## config.mk

```make
export PLATFORM = sky130hd
export DESIGN_NAME = sr_frame_sequencer
export DESIGN_NICKNAME = d
export VERILOG_FILES = /design/src/rtl/sr_pkg.sv /design/src/rtl/sr_coord_counter.sv /design/src/rtl/sr_frame_sequencer.sv
export SDC_FILE = /design/constraint.sdc
export NUM_CORES = 1
export LEC_CHECK = 0
export ABC_AREA = 1
export BUFFER_PORTS_ARGS = -buffer_cell sky130_fd_sc_hd__buf_2
export CAP_MARGIN = 10
export CORE_AREA = 8 8 201 203
export DETAILED_ROUTE_END_ITERATION = 16
export DIE_AREA = 0 0 209 211
export GPL_ROUTABILITY_DRIVEN = 0
export PLACE_DENSITY = 0.59
export SLEW_MARGIN = 20
export SYNTH_ARGS = -nofsm -noshare
export SYNTH_HDL_FRONTEND = slang
export SYNTH_SLANG_ARGS = --single-unit
```

## constraint.sdc

```tcl
create_clock -name clk -period 2.2 [get_ports clk]
set_input_delay 0.33 -clock clk [delete_from_list [all_inputs] [get_ports clk]]
set_output_delay 0.33 -clock clk [all_outputs]
set_load 0.005 [all_outputs]
```

## src/rtl/sr_pkg.sv

```systemverilog
// Shared types and widths for the frame sequencer.
package sr_pkg;
    localparam int PIXEL_WIDTH = 24;
    localparam int NBR_WIDTH   = 9 * PIXEL_WIDTH;
    localparam int COORD_WIDTH = 10;

    typedef enum logic [2:0] {IDLE, FETCH, START, WAIT, EMIT, DONE} state_t;
endpackage

```

## src/rtl/sr_coord_counter.sv

```systemverilog
// Raster x/y counter; last flags the final pixel of the frame.
module sr_coord_counter
    import sr_pkg::*;
#(
    parameter int WIDTH  = 320,
    parameter int HEIGHT = 240
) (
    input  logic                   clk,
    input  logic                   rst_n,
    input  logic                   clear,
    input  logic                   advance,
    output logic [COORD_WIDTH-1:0] x,
    output logic [COORD_WIDTH-1:0] y,
    output logic                   last
);
    logic x_end, y_end;

    assign x_end = (x == COORD_WIDTH'(WIDTH - 1));
    assign y_end = (y == COORD_WIDTH'(HEIGHT - 1));
    assign last  = x_end && y_end;

    always_ff @(posedge clk or negedge rst_n) begin
        if (!rst_n) begin
            x <= '0;
            y <= '0;
        end else if (clear) begin
            x <= '0;
            y <= '0;
        end else if (advance) begin
            if (x_end) begin
                x <= '0;
                y <= y_end ? '0 : y + 1'b1;
            end else begin
                x <= x + 1'b1;
            end
        end
    end
endmodule

```

## src/rtl/sr_frame_sequencer.sv

```systemverilog
// Walks a frame in raster order, fetching each 3x3 window, driving the SR datapath and streaming results.
// Optional WAIT watchdog enabled by defining SR_TIMEOUT_EN.
module sr_frame_sequencer
    import sr_pkg::*;
#(
    parameter int PIXEL_WIDTH    = 24,
    parameter int WIDTH          = 320,
    parameter int HEIGHT         = 240,
    parameter int TIMEOUT_CYCLES = 1024
) (
    input  logic                     clk,
    input  logic                     rst_n,
    input  logic                     frame_start,
    output logic                     busy,
    output logic                     frame_done,
    output logic                     win_req,
    output logic [COORD_WIDTH-1:0]   win_x,
    output logic [COORD_WIDTH-1:0]   win_y,
    input  logic                     win_valid,
    input  logic [9*PIXEL_WIDTH-1:0] win_data,
    output logic                     sr_start,
    output logic [COORD_WIDTH-1:0]   sr_x,
    output logic [COORD_WIDTH-1:0]   sr_y,
    output logic [9*PIXEL_WIDTH-1:0] sr_neighborhood,
    input  logic                     sr_pixel_done,
    input  logic [PIXEL_WIDTH-1:0]   sr_pixel_out,
    output logic                     out_valid,
    output logic [PIXEL_WIDTH-1:0]   out_data,
    input  logic                     out_ready,
    output logic                     err_timeout
);
    state_t                 state;
    logic [COORD_WIDTH-1:0] x, y;
    logic                   last;
    logic                   clear, advance;

    assign clear   = (state == IDLE) && frame_start;
    assign advance = (state == EMIT) && out_ready;
    assign win_x   = x;
    assign win_y   = y;

    sr_coord_counter #(.WIDTH(WIDTH), .HEIGHT(HEIGHT)) u_coord (
        .clk     (clk),
        .rst_n   (rst_n),
        .clear   (clear),
        .advance (advance),
        .x       (x),
        .y       (y),
        .last    (last)
    );

`ifdef SR_TIMEOUT_EN
    localparam int TW = $clog2(TIMEOUT_CYCLES + 1);
    logic [TW-1:0] wait_cnt;
`else
    logic unused_timeout;
    assign unused_timeout = |TIMEOUT_CYCLES;
    assign err_timeout    = 1'b0;
`endif

    always_ff @(posedge clk or negedge rst_n) begin
        if (!rst_n) begin
            state           <= IDLE;
            busy            <= 1'b0;
            frame_done      <= 1'b0;
            win_req         <= 1'b0;
            sr_start        <= 1'b0;
            sr_x            <= '0;
            sr_y            <= '0;
            sr_neighborhood <= '0;
            out_valid       <= 1'b0;
            out_data        <= '0;
`ifdef SR_TIMEOUT_EN
            err_timeout     <= 1'b0;
            wait_cnt        <= '0;
`endif
        end else begin
            frame_done <= 1'b0;
            sr_start   <= 1'b0;
            case (state)
                IDLE: if (frame_start) begin
                    state   <= FETCH;
                    busy    <= 1'b1;
                    win_req <= 1'b1;
`ifdef SR_TIMEOUT_EN
                    err_timeout <= 1'b0;
`endif
                end
                FETCH: if (win_valid) begin
                    sr_neighborhood <= win_data;
                    sr_x            <= x;
                    sr_y            <= y;
                    win_req         <= 1'b0;
                    sr_start        <= 1'b1;
                    state           <= START;
                end
                START: begin
                    state <= WAIT;
`ifdef SR_TIMEOUT_EN
                    wait_cnt <= '0;
`endif
                end
                WAIT: if (sr_pixel_done) begin
                    out_data  <= sr_pixel_out;
                    out_valid <= 1'b1;
                    state     <= EMIT;
                end
`ifdef SR_TIMEOUT_EN
                // A stuck datapath yields a zero pixel so the frame still completes.
                else if (wait_cnt == TW'(TIMEOUT_CYCLES - 1)) begin
                    err_timeout <= 1'b1;
                    out_data    <= '0;
                    out_valid   <= 1'b1;
                    state       <= EMIT;
                end else begin
                    wait_cnt <= wait_cnt + 1'b1;
                end
`endif
                EMIT: if (out_ready) begin
                    out_valid <= 1'b0;
                    if (last) begin
                        busy       <= 1'b0;
                        frame_done <= 1'b1;
                        state      <= DONE;
                    end else begin
                        win_req <= 1'b1;
                        state   <= FETCH;
                    end
                end
                DONE:    state <= IDLE;
                default: state <= IDLE;
            endcase
        end
    end
endmodule

```

* Yosys cells after proc, flatten, opt, wreduce, memory -nomap -nowiden
Cells that the tools add are included.
Operators by class: add/subtract/negate cells 2, multipliers 0, div/mod/pow operators 0, $lt $le $gt $ge 0, equality and inequality tests 12, shift operators 0, muxes and demuxes 29, bitwise operators 0, reductions and logical operators 16
Operator list (count):
- two-way mux 10 bit | 7
- adder 10 x 1 -> 10 bit (second input constant) | 2
- two-way mux 3 bit | 5
- one-hot mux 3 bit (5 select lines) | 1
- two-way mux 1 bit | 13
- != test 2 bit (second input constant) | 6
- == test 10 x 8 -> 1 bit (second input constant) | 1
- == test 10 x 9 -> 1 bit (second input constant) | 1
- AND reduction 4 bit | 2
- nonzero test 2 bit | 4
- == test 3 x 2 -> 1 bit (second input constant) | 2
- AND reduction 2 bit | 3
- AND reduction 5 bit | 1
- one-hot mux 1 bit (2 select lines) | 2
- == test 3 x 1 -> 1 bit (second input constant) | 1
- == test 3 bit (second input constant) | 1
- logical AND 1 bit | 3
- zero test 3 bit | 1
- one-hot mux 1 bit (3 select lines) | 1
- AND reduction 3 bit | 1
- nonzero test 3 bit | 1
Storage, ports and cells: bits in registers 288, latch bits 0, bits in writable memories 0, memory bits (read-only) 0, input bits 246, output and inout bits 286, logic and storage cells 71, memories kept 0

* Depth between registers and ports, before layout
word-level depth 5, depth in mapped cells 9, gate-level depth less buffers 9

* By module
A second synthesis with hierarchy kept.
Second synthesis, totals: cell total of the unflattened synthesis 1351, area total of the unflattened synthesis 11945.2 µm²
Modules (own cells, without submodules):
- sr_frame_sequencer | times used 1, cells each 1183, area an instance 10714.0 µm², sequential area each 6706.4 µm²
- sr_coord_counter | times used 1, cells each 168, area an instance 1231.2 µm², sequential area each 500.5 µm²

* Worst setup path after synthesis
Ideal clock, no wire load.
path type register to register, start point reg u_coord.x[0], end point reg u_coord.y[6], library setup time 0.122 ns, arrival time 1.352 ns, data required time 2.078 ns, setup slack 0.727 ns, cell stages (with the launch flop) 10, buffers on the path 1, period minus slack after synthesis 1.473 ns, cell sequence dfrtp_1 > ha_1 > nand2_2 > nor2_2 > nand2_1 > nand2_4 > nand2_4 > buf_6 > nand2_1 > o21ai_1
Between the ends: cells in the longest elaborated chain, start to end 3
RTL lines:
- start, declared | RTL line sr_coord_counter.sv:12 | output logic [COORD_WIDTH-1:0] x,
- start signal, assigned | RTL line sr_coord_counter.sv:34 | x <= x + 1'b1;
- == test 10 x 9 -> 1 bit | RTL line sr_coord_counter.sv:18 | assign x_end = (x == COORD_WIDTH'(WIDTH - 1));
- nonzero test 2 bit (no line)
- AND reduction 2 bit (no line)
- end signal, assigned | RTL line sr_coord_counter.sv:32 | y <= y_end ? '0 : y + 1'b1;
- end, declared | RTL line sr_coord_counter.sv:13 | output logic [COORD_WIDTH-1:0] y,
Every way passes these cells. A chain may end at the register's enable or synchronous reset.

* Final worst setup path
start point reg state[2], end point reg sr_neighborhood[36]
Between the ends: cells in the longest elaborated chain, start to end 2
RTL lines:
- start, declared | RTL line sr_frame_sequencer.sv:32 | state_t state;
- start signal, assigned | RTL line sr_frame_sequencer.sv:63 | state <= IDLE;
- start signal, assigned | RTL line sr_frame_sequencer.sv:82 | state <= FETCH;
- start signal, assigned | RTL line sr_frame_sequencer.sv:95 | state <= START;
- == test 3 x 1 -> 1 bit | RTL line sr_frame_sequencer.sv:80 | case (state)
- AND reduction 2 bit (no line)
- end signal, assigned | RTL line sr_frame_sequencer.sv:90 | sr_neighborhood <= win_data;
- end, declared | RTL line sr_frame_sequencer.sv:24 | output logic [9*PIXEL_WIDTH-1:0] sr_neighborhood,
Every way passes these cells.

==> tab_implementation.tex <==
\begin{tabular}{lr}
\hline
Metric & Value \\
\hline
\multicolumn{2}{l}{\textbf{CTS}} \\
\quad Clock root buffer & sky130\_fd\_sc\_hd\_\_clkbuf\_16 \\
\quad Number of post-CTS setup repair buffers & 0 \\
\quad Number of levels the H-tree was split into & 2 \\
\quad Clock sinks & roughly 290 \\
\quad Number of clock buffers inserted by TritonCTS & 34 \\
\quad Post\_cts resized & 0 \\
\quad CTS Hold Buffers Added & 61 \\
\quad Insertion delay to the later sink of the worst-skew pair & 0.51 ns \\
\quad Register clock-pin slew on the reported worst setup and hold paths & $\sim$0.06 ns \\
\quad CTS tree & done \\
\quad Maximum root-to-sink buffer count & 3 \\
\multicolumn{2}{l}{\textbf{Floorplanning}} \\
\quad Overall die width & roughly 210 um \\
\quad Ports placed on the boundary & approximately 530 \\
\quad Vertical die dimension & around 210 um \\
\quad Cell row count & 71 \\
\quad Area of the die & around 0.044 mm2 \\
\quad Floorplan Core Area & approximately 0.037 mm2 \\
\quad Initial core utilization & 30.7\% \\
\multicolumn{2}{l}{\textbf{Synth}} \\
\quad Multiplexer fraction of the synthesized cell area & 2.66\% \\
\quad Dominant combinational cell family by area after synthesis & simple AND/OR/NAND/NOR gates \\
\quad Number of storage elements in the synthesis netlist & around 290 \\
\quad Area contributors post-synth & sky130\_fd\_sc\_hd\_\_dfrtp\_1, sky130\_fd\_sc\_hd\_\_nand2\_1, sky130\_fd\_sc\_hd\_\_buf\_2 \\
\quad Simple-Gate Fraction of Synth Area & 28.1\% \\
\quad Count of unique library cells instantiated by Yosys & 28 \\
\quad Synthesized Nets & between 1500 and 2000 \\
\quad Share of synthesized area occupied by flip-flops and latches & a little over three fifths \\
\quad Post-synthesis compound-gate area fraction & under 10\% \\
\quad Count of mapped cells out of synthesis & 1268 \\
\quad Combined area of all synthesized cells & between 0.01 and 0.015 mm2 \\
\quad Synthesis warning total & 0 \\
\quad Synth Area per Inst & around 9 um2 \\
\quad Share of the synthesized area in the top cell type & between 60\% and 70\% \\
\quad Area share of fa/ha/maj cells after synthesis & 0.219\% \\
\quad Post-synthesis cell type with the largest combined area & sky130\_fd\_sc\_hd\_\_dfrtp\_1 \\
\quad Area share of xor/xnor cells in the synthesized design & 0\% \\
\multicolumn{2}{l}{\textbf{Min path}} \\
\quad Min-delay worst type & input port to flop \\
\multicolumn{2}{l}{\textbf{Route}} \\
\quad WL/cell & roughly 17 um \\
\quad Amount of wire on met3 after detailed routing & about 3200 um \\
\quad Violation count after the first detailed-routing iteration & about 670 \\
\quad Number of detailed-route iterations in the first pass & 5 \\
\quad Count of vias placed by the detailed router & about 10000 \\
\quad Met2 Wirelength & a little under 20000 um \\
\quad DR top layer & met5 \\
\quad Remaining antenna violation count after routing & 0 \\
\quad DRT met1 WL & roughly 16000 um \\
\quad Avg Vias per Cell & around 4.5 \\
\quad Post-detailed-routing wire length & 39700 um \\
\quad Remaining design rule violation count & 0 \\
\multicolumn{2}{l}{\textbf{Timing}} \\
\quad Fin. max-slew vios & 0 \\
\quad Setup repair after global routing missed its margin & false \\
\quad Number of hold violations in the final report & 0 \\
\quad Setup WS post-layout & between 0.4 and 0.5 ns \\
\quad Achievable clock frequency & 565 MHz \\
\quad Worst-Margin Slew & roughly 0.73 ns \\
\quad Period minus WS final & 1.77 ns \\
\quad Final period utilization & approximately four fifths \\
\quad Worst-case clock skew & between 0.01 and 0.015 ns \\
\quad Setup TNS & 0 ns \\
\quad Worst slew margin relative to its limit & about half \\
\quad Number of setup violations in the final report & 0 \\
\multicolumn{2}{l}{\textbf{Global routing}} \\
\quad Gr usage total & $\sim$17\% \\
\quad Number of antenna violations at the first check in global routing & 4 \\
\quad Vias in the first global route & approximately 11000 \\
\quad Wire length of the first global-routing pass & between 60000 and 70000 um \\
\quad Overflow after GRT & 0 \\
\quad Largest net degree at the start of global routing & 119 \\
\multicolumn{2}{l}{\textbf{Job}} \\
\quad Max-cap check violation count & 0 \\
\multicolumn{2}{l}{\textbf{Status}} \\
\quad Status & complete, no violations \\
\multicolumn{2}{l}{\textbf{Cells and area}} \\
\quad Area added between synthesis and finish & 43.4\% \\
\quad Most common library cell in the layout ignoring fill and taps & sky130\_fd\_sc\_hd\_\_nand2\_1 \\
\quad Share of layout cells above drive strength 1 & around 34\% \\
\quad \# nets final & 2106 \\
\quad Commonest cells after routing, fill and taps aside & sky130\_fd\_sc\_hd\_\_nand2\_1, sky130\_fd\_sc\_hd\_\_buf\_2, sky130\_fd\_sc\_hd\_\_dfrtp\_1 \\
\multicolumn{2}{l}{\textbf{Placed design}} \\
\quad Post-detail-place hpwl & $\sim$29000 um \\
\quad Number of buffers inserted by port buffering & 530 \\
\quad Post-Place Worst Slack & approximately 0.42 ns \\
\multicolumn{2}{l}{\textbf{Power and ir drop}} \\
\quad Worst voltage drop across the vdd grid & 0.902 mV \\
\quad Static leakage & between 0.009 and 0.01 uW \\
\quad Power density normalized to cell area & roughly 1400 mW/mm2 \\
\multicolumn{2}{l}{\textbf{Critical path}} \\
\quad Sort of element at the end of the critical path & flop \\
\quad Critical path peak fanout & 87 \\
\quad Type of the worst setup path & flop to flop \\
\quad Startpoint class of the critical path & flop \\
\quad Required @ worst endpoint & 2.64 ns \\
\quad Worst path arrival time & around 2.2 ns \\
\hline
\end{tabular}
## flip-flops by register name (all words and copies together), names as in the netlist, 3 cells and up
signal / cells
u_coord.x: 10
sr_y: 10
sr_x: 10
state: 3
u_coord.y: 10
sr_neighborhood: 216
out_data: 24
## power by group
group / switching, uW / internal, uW
Sequential: 1350 / 7650
Combinational: 4440 / 3280
Clock: 2170 / 3440
## per-stage QoR
step	cell area (um2)	power [uW]	hold WS [ns]	util (%)	cells
floorplan	11400	12700	0.0344	-	1268
detailed placement	14600	16900	0.401	39.4	2235
global placement	14600	16600	0.396	39.4	2235
global route	16400	24000	0.00799	44.1	2356
finish	16400	22300	0.0272	44.1	2356
CTS	16400	22700	0.0000144	44.1	2355
## layer usage
layer / vias up / GRT usage [%]
li1: 5067 / -
met1: 4916 / 20.1
met2: 415 / 28.7
met3: 94 / 5.65
met4: 6 / 6.73
met5: - / 0
## path summary, 6_finish.rpt
path                            cells past startpoint                 start                    to  slack, ns
worst max-delay path                                7              state[2]   sr_neighborhood[36]       0.43
worst min-delay path                                3         win_data[115]  sr_neighborhood[115]       0.03
max in group asynchronous                           3                 rst_n    sr_neighborhood[8]       1.07
worst min register to register                      2  sr_neighborhood[103]  sr_neighborhood[103]       0.46
min in group asynchronous                           2                 rst_n          out_data[14]       0.43
worst max register to register                      7              state[2]   sr_neighborhood[36]       0.43
## cell usage after synthesis
library cell	count
sky130_fd_sc_hd__conb_1	1
sky130_fd_sc_hd__nor2_4	1
sky130_fd_sc_hd__o21ai_1	4
sky130_fd_sc_hd__buf_2	35
sky130_fd_sc_hd__buf_4	8
sky130_fd_sc_hd__nand3_2	2
sky130_fd_sc_hd__a211oi_1	1
sky130_fd_sc_hd__dfrtp_1	288
sky130_fd_sc_hd__mux2_2	15
sky130_fd_sc_hd__ha_1	2
sky130_fd_sc_hd__nor2_2	2
sky130_fd_sc_hd__buf_6	4
sky130_fd_sc_hd__nand3_1	20
sky130_fd_sc_hd__inv_2	4
sky130_fd_sc_hd__a21oi_1	3
sky130_fd_sc_hd__nand2_4	5
sky130_fd_sc_hd__buf_1	3
sky130_fd_sc_hd__nor2_1	27
sky130_fd_sc_hd__clkbuf_1	7
sky130_fd_sc_hd__nand3b_1	3
sky130_fd_sc_hd__o21ai_0	31
sky130_fd_sc_hd__nand2_2	4
sky130_fd_sc_hd__mux2_4	9
sky130_fd_sc_hd__nor3_1	1
sky130_fd_sc_hd__nand4_1	10
sky130_fd_sc_hd__inv_1	31
sky130_fd_sc_hd__o21ai_2	2
sky130_fd_sc_hd__nand2_1	745
## critical path, stage by stage, from the launching register on
cell                      delay, ns
sky130_fd_sc_hd__dfrtp_1       0.39
sky130_fd_sc_hd__inv_2         0.07
sky130_fd_sc_hd__nand3_2       0.11
sky130_fd_sc_hd__nor2_4        0.08
sky130_fd_sc_hd__inv_6         0.42
sky130_fd_sc_hd__buf_12        0.41
sky130_fd_sc_hd__nand2_1       0.11
sky130_fd_sc_hd__nand2_1       0.08
## logic make-up (layout without fill, tap and decap cells)
family	after synthesis	count (layout)
compound gates	41	41
fa+ha+maj	2	2
mux	24	24
flops	288	288
simple gates	820	820
other cells	1	2
buf+inv	92	705
## final cells by class
type / count / area, um2
fill: 3633 / 20800
sequential: 288 / 7210
multi-input combinational: 888 / 3760
timing repair buffer: 611 / 3550
clock buffer: 53 / 1070
tap: 474 / 593
inverter: 35 / 136
clock inverter: 6 / 57.6
antenna: 1 / 2.50
Power figures use the tool's default switching activity.
